--- src/rtl/percept_drv.sv ---
`default_nettype none
// ============================================================================
//  Module      : percept_drv
//  Description : Sequencer for a bit-serial perceptron cell. It accepts an
//                operand pair, shifts it serially into the cell, issues the
//                multiply and accumulate strobes, and on a "last" operand
//                serially reads out and clears the cell accumulator. The
//                assembled result is held for a valid/ready consumer.
//
//  Ports       : clk, rst              clock, synchronous active-high reset
//                op_valid/op_ready     operand handshake (ready only in IDLE)
//                op_a, op_b, op_last   operand pair and readout request
//                res_valid/res_ready   result handshake
//                res_data              accumulator readout, 4*SIZE bits
//                shift_in, shift_out,
//                mul, acc              cell command strobes (one-hot or zero)
//                cell_din              serial bit into the cell
//                cell_dout             serial bit out of the cell
//
//  Revision    : 1.0  initial release
// ============================================================================
module percept_drv #(
    parameter int SIZE = 32
) (
    input  logic                  clk,
    input  logic                  rst,
    input  logic                  op_valid,
    output logic                  op_ready,
    input  logic [SIZE-1:0]       op_a,
    input  logic [SIZE-1:0]       op_b,
    input  logic                  op_last,
    output logic                  res_valid,
    input  logic                  res_ready,
    output logic [4*SIZE-1:0]     res_data,
    output logic                  shift_in,
    output logic                  shift_out,
    output logic                  mul,
    output logic                  acc,
    output logic                  cell_din,
    input  logic                  cell_dout
);

    localparam int                C_CNT_W    = $clog2(4*SIZE);
    localparam logic [C_CNT_W-1:0] C_LOAD_END = C_CNT_W'(2*SIZE-1);
    localparam logic [C_CNT_W-1:0] C_READ_END = C_CNT_W'(4*SIZE-1);

    typedef enum logic [2:0] {
        S_IDLE  = 3'd0,
        S_LOAD  = 3'd1,
        S_MUL   = 3'd2,
        S_ACC   = 3'd3,
        S_READ  = 3'd4,
        S_DRAIN = 3'd5,
        S_RESP  = 3'd6
    } state_t;

    state_t                r_state;
    state_t                w_next_state;
    logic [C_CNT_W-1:0]    r_cnt;
    logic [2*SIZE-1:0]     r_sh;      // {op_b, op_a}; MSB is the next bit out
    logic                  r_last;
    logic                  r_cap;     // previous cycle was a shift_out cycle
    logic [4*SIZE-1:0]     r_res;
    logic                  w_op_fire;

    assign op_ready  = (r_state == S_IDLE);
    assign res_valid = (r_state == S_RESP);
    assign res_data  = r_res;
    assign w_op_fire = op_valid & op_ready;

    // Serial data is only driven while loading; zero otherwise.
    assign cell_din  = (r_state == S_LOAD) & r_sh[2*SIZE-1];

    // ------------------------------------------------------------------
    // Next-state and strobe decode
    // ------------------------------------------------------------------
    always_comb begin
        w_next_state = r_state;
        shift_in     = 1'b0;
        shift_out    = 1'b0;
        mul          = 1'b0;
        acc          = 1'b0;
        case (r_state)
            S_IDLE: begin
                if (op_valid) begin
                    w_next_state = S_LOAD;
                end
            end
            S_LOAD: begin
                shift_in = 1'b1;
                if (r_cnt == C_LOAD_END) begin
                    w_next_state = S_MUL;
                end
            end
            S_MUL: begin
                mul          = 1'b1;
                w_next_state = S_ACC;
            end
            S_ACC: begin
                acc          = 1'b1;
                w_next_state = r_last ? S_READ : S_IDLE;
            end
            S_READ: begin
                shift_out = 1'b1;
                if (r_cnt == C_READ_END) begin
                    w_next_state = S_DRAIN;
                end
            end
            S_DRAIN: begin
                w_next_state = S_RESP;
            end
            S_RESP: begin
                if (res_ready) begin
                    w_next_state = S_IDLE;
                end
            end
            default: begin
                w_next_state = S_IDLE;
            end
        endcase
    end

    // ------------------------------------------------------------------
    // State, counter and datapath registers
    // ------------------------------------------------------------------
    always_ff @(posedge clk) begin
        if (rst) begin
            r_state <= S_IDLE;
            r_cnt   <= '0;
            r_sh    <= '0;
            r_last  <= 1'b0;
            r_cap   <= 1'b0;
            r_res   <= '0;
        end else begin
            r_state <= w_next_state;

            // One counter serves both LOAD and READ; it wraps to zero at
            // the end of each phase and idles at zero elsewhere.
            if ((r_state == S_LOAD && r_cnt == C_LOAD_END) ||
                (r_state == S_READ && r_cnt == C_READ_END)) begin
                r_cnt <= '0;
            end else if (r_state == S_LOAD || r_state == S_READ) begin
                r_cnt <= r_cnt + 1'b1;
            end else begin
                r_cnt <= '0;
            end

            if (w_op_fire) begin
                r_sh   <= {op_b, op_a};
                r_last <= op_last;
            end else if (r_state == S_LOAD) begin
                r_sh   <= {r_sh[2*SIZE-2:0], 1'b0};
            end

            // The cell registers its output bit on each shift_out edge, so
            // the bit is valid one cycle later; capture lags READ by one.
            r_cap <= (r_state == S_READ);
            if (r_cap) begin
                r_res <= {r_res[4*SIZE-2:0], cell_dout};
            end
        end
    end

endmodule
`default_nettype wire

--- config.mk ---
export PLATFORM = sky130hd
export DESIGN_NAME = percept_drv
export DESIGN_NICKNAME = d
export VERILOG_FILES = /design/src/rtl/percept_drv.sv
export SDC_FILE = /design/constraint.sdc
export NUM_CORES = 1
export LEC_CHECK = 0
export CAP_MARGIN = 10
export CORE_MARGIN = 5
export CORE_UTILIZATION = 44
export DETAILED_ROUTE_END_ITERATION = 8
export PLACE_DENSITY = 0.73
export SLEW_MARGIN = 20
export SYNTH_ARGS = -nofsm -noshare
export SYNTH_HDL_FRONTEND = slang
export SYNTH_SLANG_ARGS = --single-unit
--- constraint.sdc ---
create_clock -name clk -period 1.4 [get_ports clk]
set_input_delay 0.14 -clock clk [delete_from_list [all_inputs] [get_ports clk]]
set_output_delay 0.14 -clock clk [all_outputs]
set_load 0.02 [all_outputs]
* Word-level counts from Yosys, hierarchy flattened
Index checks and enable logic that the tools add are counted.
** Storage, ports and cells
- Word-level logic and storage cells :: 42
- ROM bits :: 0
- Input bits :: 70
- Flip-flop bits (word level) :: 204
- Memories kept :: 0
- Memory bits (writable) :: 0
- Bits in latches :: 0
- Output and inout port bits :: 135
** Operators by class
- Reductions and logical operators :: 8
- $mul :: 0
- Bitwise logic cells :: 3
- Muxes and demuxes :: 12
- Magnitude comparators :: 0
- Add/sub/neg operators :: 1
- Equality and inequality tests :: 12
- Divide/modulo/power cells :: 0
- Shifts and indexed selects :: 0
** Operator list (count)
- 2-to-1 mux 64 bit :: 2
- case mux 3 bit (7 select lines) :: 1
- 2-to-1 mux 3 bit :: 5
- == test 3 bit, second input constant :: 3
- adder 7 x 1 -> 7 bit, second input constant :: 1
- == test 7 x 6 -> 1 bit, second input constant :: 1
- == test 7 bit, second input constant :: 1
- == test 3 x 2 -> 1 bit, second input constant :: 2
- 2-to-1 mux 1 bit :: 4
- != test 2 x 1 -> 1 bit, second input constant :: 2
- != test 2 bit, second input constant :: 2
- AND reduction 4 bit :: 1
- == test 3 x 1 -> 1 bit, second input constant :: 1
- logical NOT 3 bit :: 1
- OR reduction 3 bit :: 1
- bitwise AND 1 bit :: 2
- logical AND 1 bit :: 2
- logical OR 1 bit :: 2
- nonzero test 2 bit :: 1
- NOT 1 bit :: 1

* Longest topological paths before layout
Gate-level depths: netlist of the first run.
- Depth in word-level cells :: 4
- Gate-level depth with buffers :: 7
- Gate-level depth less buffers :: 4

* Least setup slack after synthesis of the first run
Ideal clock, no wire load.
- Path type :: flip-flop to flip-flop
- Start point :: reg r_state[2]
- End point :: reg r_cnt[6]
- Data required time :: 1327 ps
- Setup slack :: -233 ps
- Clock period less this slack :: 1633 ps
- Library setup time :: 73 ps
- Cell stages (with the launch flop) :: 6
- Buffers on the path :: 2
- Arrival time :: 1560 ps
- Cells stage by stage :: dfxtp_1 -> buf_6 -> clkbuf_1 -> nor3b_1 -> nand4_1 -> a21oi_1
** Between the ends
- Longest elaborated chain between the ends :: 4
- Elaborated cells between the ends (all ways) :: 8
- Classes of those cells :: eq/ne: 2; bitwise: 1; reduce/logical: 5
** Ends and longest elaborated chain
- from (decl) :: RTL line 57 : state_t r_state;
- from (signal assigned) :: RTL line 135 : r_state <= w_next_state;
- == test 3 x 1 -> 1 bit / == test 3 bit (equally long branches) :: RTL line 139, 142, 140
- logical AND 1 bit (tied with other cells) :: RTL line 139 : if ((r_state == S_LOAD && r_cnt == C_LOAD_END) ||
- logical OR 1 bit / NOT 1 bit (equally long branches)
- OR reduction 3 bit (no source line) *
- to (signal assigned) :: RTL line 143 : r_cnt <= r_cnt + 1'b1;
- to (decl) :: RTL line 59 : logic [C_CNT_W-1:0] r_cnt;
Mark *: on every way between the ends. The rest lies on a longest branch, timed or not.
A chain may end at the register's enable or synchronous reset.

* Final worst setup path of the first run
- Start point :: reg r_state[0]
- End point :: reg r_sh[14]
** Between the ends
- Longest elaborated chain between the ends :: 3
- Elaborated cells between the ends (all ways) :: 5
- Classes of those cells :: eq/ne: 1; mux: 1; bitwise: 1; reduce/logical: 2
** Ends and longest elaborated chain
- logical NOT 3 bit :: RTL line 66 : assign op_ready = (r_state == S_IDLE);
- bitwise AND 1 bit :: RTL line 69 : assign w_op_fire = op_valid & op_ready;
- 2-to-1 mux 64 bit / nonzero test 2 bit (equally long branches)
- to (signal assigned) :: RTL line 149 : r_sh <= {op_b, op_a};
- to (signal assigned) :: RTL line 152 : r_sh <= {r_sh[2*SIZE-2:0], 1'b0};
- to (decl) :: RTL line 60 : logic [2*SIZE-1:0] r_sh;
Several ways; a longest one is shown, not always the timed one.

==> impl_metrics.env, run 1 <==
export IMPL_fp_dieArea_mm2=0.0206
export IMPL_drt_total_wl_um=19800
export IMPL_drt_iter0_markers=265
export IMPL_crit_required_ps=1760
export IMPL_ant_nets=0
export IMPL_dp_hpwl_um=12800
export IMPL_syn_inst=841
export IMPL_synth_top_area_share=0.520
export IMPL_path_clk_slew_ps=60
export IMPL_grt_pass1_wl_um=31200
export IMPL_final_area_mm2=0.0110
export IMPL_clkPwrFrac=0.318
export IMPL_utilization=0.630
export IMPL_hold_viol=0
export IMPL_core_area_mm2=0.0174
export IMPL_wl_per_cell_um=15.6
export IMPL_setup_ws_ps=-279
export IMPL_power_density_mw_per_mm2=1530
export IMPL_cts_path_max_buffers=3
export IMPL_gp_congestion=0.763
export IMPL_maxSlewHeadroom=0.556
export IMPL_grt_overflow_total=0
export IMPL_ys_top_cells_by_count="dfxtp_1, nor2_1, mux2i_1"
export IMPL_worst_ep_arrival_time_ps=2040
export IMPL_nNetsFinal=1104
export IMPL_vias_per_cell=5.17
export IMPL_ys_flop_type="dfxtp_1"
export IMPL_n_fill_cell=1519
export IMPL_p_int_w=0.0117
export IMPL_firstDrtPassIters=4
export IMPL_pwr_share_comb=0.273
export IMPL_yosys_warnings=0
export IMPL_violations="negative setup slack"
export IMPL_place_area_mm2=0.0102
export IMPL_cts_buffers=22
export IMPL_cts_htree_levels=1
export IMPL_worst_pin_slew_ps=666
export IMPL_synth_area_leaders="dfxtp_1, mux2i_1, nor2_1"
export IMPL_cts_hold_buffers_added=0
export IMPL_hp_class="in2reg"
export IMPL_ys_ff_latch=204
export IMPL_rows=48
export IMPL_cts_tree="yes"
export IMPL_syn_cell_area_mm2=0.00786
export IMPL_vias=6555
export IMPL_cp_max_fo=45
export IMPL_critPathKind="reg2reg"
export IMPL_endpoint_kind="flip-flop"
export IMPL_timing_fmax_mhz=596
export IMPL_post_route_drc_count=0
export IMPL_initial_utilization=0.451
export IMPL_cp_start_kind="flip-flop"
export IMPL_setup_tns_ps=-15440
export IMPL_cts_root_buf="clkbuf_16"
export IMPL_synth_async_reset_ratio=0
export IMPL_syn2layout_area_growth_pct=39.6
export IMPL_antenna_found_initial=0
export IMPL_cts_sinks=204
export IMPL_skew_ps=14.9
export IMPL_synth_most_common_cell="dfxtp_1"
export IMPL_fin_crit_sh=1.20
export IMPL_p_seq_frac=0.409
export IMPL_grt_max_degree=129
export IMPL_drv_slew=0
export IMPL_power_w=0.0168
export IMPL_drive_gt1_frac=0.114
export IMPL_num_antenna_cells=0
export IMPL_outcome="finished, violations left"
export IMPL_grt_total_usage=0.181
export IMPL_seq_area_frac_synth=0.520
export IMPL_fin_crit_ps=1680
export IMPL_syn_area_per_cell_um2=9.34
export IMPL_ios=205
export IMPL_ir_worst_vdd_mv=1.06
export IMPL_syn_nets=912
export IMPL_numPortBuffers=204
export IMPL_grt_pass1_vias=6232
export IMPL_sw_frac_of_total=0.304
export IMPL_yosysTopAreaCell="dfxtp_1"
export IMPL_p_leak_nw=4.39
export IMPL_die_h_um=144
export IMPL_power_net_switching_w=0.00510
export IMPL_grt_setup_unrepaired="true"
export IMPL_synth_cell_types=44
export IMPL_clk_latency_ps=490
export IMPL_setup_violations=74
export IMPL_die_w_um=144
export IMPL_drv_cap=0
export IMPL_synth_enable_flop_cells=0
-- power by group through the flow --
stage	combinational (W)	clock, W	sequential (W)
CTS	0.00437	0.00548	0.00684
finish	0.00458	0.00533	0.00685
global route	0.00503	0.00570	0.00692
floorplan	0.00309	0	0.00684
detailed placement	0.00409	0	0.00694
global placement	0.00403	0	0.00693
-- per-stage QoR --
stage | hold WS (ps) | cells | worst slack (ps)
after CTS | 2.01 | 1265 | -291
after floorplan | 276 | 841 | -120
final | 19.2 | 1268 | -279
after global placement | 438 | 1226 | -335
after detailed placement | 441 | 1226 | -353
after global routing | 18.2 | 1268 | -316
-- cell families after synthesis --
| logic type | count (synthesis) | share of synthesized area |
|---|---|---|
| AOI/OAI and AO/OA | 177 | 0.131 |
| buffers and inverters | 74 | 0.0465 |
| DFF | 204 | 0.520 |
| xor gates and xnor gates | 4 | 0.00446 |
| muxes | 128 | 0.163 |
| adders and majority gates | 1 | 0.00159 |
| and+or+nand+nor | 253 | 0.134 |
-- critical path, cell delays in order (launching register included) --
cell and delay, ps:
dfxtp_2 320, buf_6 160, or4b_4 610, buf_12 210, o21ai_1 160, a21oi_1 60
-- worst paths after layout --
check / startpoint / to / slack, ps / cells after the start
setup reg to reg: r_state[0]$_SDFFE_PP0P_ / r_sh[14]$_SDFFE_PP0P_ / -280 / 5
hold reg to reg: r_sh[18]$_SDFFE_PP0P_ / r_sh[18]$_SDFFE_PP0P_ / 450 / 2
setup / recovery: r_state[0]$_SDFFE_PP0P_ / r_sh[14]$_SDFFE_PP0P_ / -280 / 5
hold / removal: rst / r_state[0]$_SDFFE_PP0P_ / 20 / 3
-- layout by cell type (no fill, tap or decap), types with 24 or more instances in the layout --
master and count:
dlygate4sd2_1 97, a21oi_1 105, mux2i_1 128, o21ai_1 36, nor2_1 141, clkdlybuf4s15_1 29, dfxtp_1 200, clkbuf_16 24
clkdlybuf4s50_1 68, nand2_1 67
-- sequential cells by signal, summed over array words and instances, names as in the netlist --
register  count
r_sh         64
r_cnt         7
r_last        1
res_data    128
r_cap         1
r_state       3
-- cell type report --
cell class	count	area (um^2)	share of cell area
Inverter	4	15.0	0.00137
Multi-Input combinational cell	563	3520	0.321
Sequential cell	204	4090	0.373
Tap cell	225	282	0.0257
Clock inverter	3	21.3	0.00194
Timing Repair Buffer	238	2400	0.219
Clock buffer	31	636	0.0580
-- layer usage --
layer	share of wire	up-vias	GRT usage	wire, um
met4	0.027	0	0.0545	544
li1	-	3261	-	-
met1	0.43	3112	0.237	8600
met5	0	-	0	0
met2	0.49	149	0.307	9780
met3	0.044	33	0.0290	866
-- timing repair --
action	4_1_cts	5_1_grt
hold endpoints to repair	0	0
buffers inserted	3	2
endpoints found under the setup margin	205	108
pin swaps	2	5
cloned	2	1
resized for setup	209	52
(Power assumes the default switching activity.)
==> run 2: changes to the inputs <==
--- a/config.mk
+++ b/config.mk
@@ -5,7 +5,7 @@
 export SDC_FILE = /design/constraint.sdc
 export NUM_CORES = 1
 export LEC_CHECK = 0
-export CAP_MARGIN = 10
+export CAP_MARGIN = 5
 export CORE_MARGIN = 5
 export CORE_UTILIZATION = 44
 export DETAILED_ROUTE_END_ITERATION = 8
==> constraint.sdc (replaced) <==
create_clock -name clk -period 1.4 [get_ports clk]
set_input_delay 0.14 -clock clk [delete_from_list [all_inputs] [get_ports clk]]
set_output_delay 0.14 -clock clk [all_outputs]
set_load 0.05 [all_outputs]
==> run 2 against run 1 <==
Against the previous run: the run still ends with negative setup slack left; clock-buffer cell count did not move; sequential power rose by 0.7%; critical endpoint is now r_sh[11]$_SDFFE_PP0P_; cell area rose by 14%; wire length rose by 10%; clock power rose by 7.1%; clock skew fell by 2.6 ps; highest routed layer unchanged; flip-flop and latch count did not move.
==> impl_metrics.env, run 2 (synthesized netlist as in run 1, its figures left out) <==
export IMPL_numPortBuffers=204
export IMPL_vias=6819
export IMPL_final_common_cell="dfxtp_1"
export IMPL_num_antenna_cells=0
export IMPL_path_clk_slew_ps=60
export IMPL_grt_setup_unrepaired="true"
export IMPL_fp_dieArea_mm2=0.0206
export IMPL_crit_required_ps=1790
export IMPL_drt_total_wl_um=21800
export IMPL_reg2reg_depth=7
export IMPL_nNetsFinal=1153
export IMPL_final_area_mm2=0.0125
export IMPL_clk_latency_ps=500
export IMPL_die_w_um=144
export IMPL_vias_per_cell=5.16
export IMPL_hold_viol=0
export IMPL_fin_crit_sh=1.32
export IMPL_hp_start="op_a[0]"
export IMPL_drt_iter0_markers=330
export IMPL_r2r_end="r_sh[11]$_SDFFE_PP0P_"
export IMPL_hp_class="in2reg"
export IMPL_grt_overflow_total=0
export IMPL_setup_violations=78
export IMPL_gp_congestion=0.809
export IMPL_min_path_cells=3
export IMPL_power_density_mw_per_mm2=1580
export IMPL_cp_max_fo=9
export IMPL_largest_reg_flops=128
export IMPL_p_leak_nw=4.74
export IMPL_fin_crit_ps=1850
export IMPL_r2r_start="r_state[2]$_SDFFE_PP0P_"
export IMPL_syn2layout_area_growth_pct=58.9
export IMPL_worst_pin_slew_ps=553
export IMPL_antenna_found_initial=0
export IMPL_grt_total_usage=0.199
export IMPL_cp_start_kind="flip-flop"
export IMPL_ant_nets=0
export IMPL_worst_ep_arrival_time_ps=2240
export IMPL_grt_max_degree=119
export IMPL_timing_fmax_mhz=540
export IMPL_cts_root_buf="clkbuf_16"
export IMPL_drv_cap=0
export IMPL_firstDrtPassIters=4
export IMPL_ir_worst_vdd_mv=1.28
export IMPL_cts_buffers=22
export IMPL_wl_per_cell_um=16.5
export IMPL_power_w=0.0198
export IMPL_violations="negative setup slack"
export IMPL_drive_gt1_frac=0.335
export IMPL_rrSetupSlack_ps=-450
export IMPL_min_to="r_sh[0]$_SDFFE_PP0P_"
export IMPL_cts_tree="yes"
export IMPL_core_area_mm2=0.0174
export IMPL_grt_pass1_vias=6679
export IMPL_die_h_um=144
export IMPL_grt_pass1_wl_um=34000
export IMPL_cts_path_max_buffers=3
export IMPL_post_route_drc_count=0
export IMPL_final_cell_mix="dfxtp_1, nor2_1, mux2i_1"
export IMPL_critPathKind="reg2reg"
export IMPL_dp_hpwl_um=13300
export IMPL_maxSlewHeadroom=0.631
export IMPL_ios=205
export IMPL_place_area_mm2=0.0107
export IMPL_whs_ps=232
export IMPL_rows=48
export IMPL_utilization=0.717
export IMPL_endpoint_kind="flip-flop"
export IMPL_cts_htree_levels=1
export IMPL_setup_ws_ps=-450
export IMPL_initial_utilization=0.451
export IMPL_outcome="finished, violations left"
export IMPL_skew_ps=12.3
export IMPL_drv_slew=0
export IMPL_cts_sinks=204
run 2: repair_timing:
item                       CTS  global route
gates cloned                11             1
hold buffers                 1             0
setup buffers               21            11
pin swaps                   35            14
gates resized for setup    112            38
setup endpoints to repair   76            79
hold endpoints to repair     1             0
run 2: layout make-up:
cell class              count  area, um^2
fillers                  1232        4940
well taps                 225         282
repair buffers            287        3460
multi-input cells         563        3910
inverters                   4        21.3
clock buffers              31         614
clock inverters             8         101
flip-flops and latches    204        4090
run 2: worst max path at each step:
stage	start	to	slack, ps	cells after the start
4_1_cts	r_state[0]$_SDFFE_PP0P_	cell_din	-440	5
2_1_floorplan	r_state[0]$_SDFFE_PP0P_	cell_din	-120	6
3_3_place_gp	op_valid	r_sh[43]$_SDFFE_PP0P_	-310	5
5_1_grt	r_state[2]$_SDFFE_PP0P_	r_sh[11]$_SDFFE_PP0P_	-480	7
6_report	r_state[2]$_SDFFE_PP0P_	r_sh[11]$_SDFFE_PP0P_	-450	7
3_5_place_dp	op_valid	r_sh[31]$_SDFFE_PP0P_	-350	5
run 2: report_power, final:
part,internal (W),total (W),leakage [nW],switching [W]
registers,0.00649,0.00690,1.66,0.000409
logic,0.00370,0.00717,2.73,0.00347
clock network,0.00343,0.00571,0.354,0.00228
total,0.0136,0.0198,4.74,0.00616
run 2: worst max-delay path, cell delays in order, from the launching register on:
cell and delay (ps):
dfxtp_2 320, buf_4 130, buf_6 110, or4b_4 640, buf_4 200, buf_12 130, o21ai_2 150, a21oi_1 60
run 2: per-layer routing:
layer / global-route usage / routed length, um
met3: 0.0349 / 1080
met4: 0.0768 / 856
met5: 0 / 0
met1: 0.251 / 9190
met2: 0.341 / 10700
run 2: per-stage QoR:
step / setup slack, ps / instances / setup TNS [ps]
3_3_place_gp: -308 / 1243 / -18040
3_5_place_dp: -349 / 1243 / -19690
4_1_cts: -436 / 1315 / -24610
6_report: -450 / 1322 / -27590
5_1_grt: -483 / 1322 / -31090
2_1_floorplan: -115 / 841 / -4400
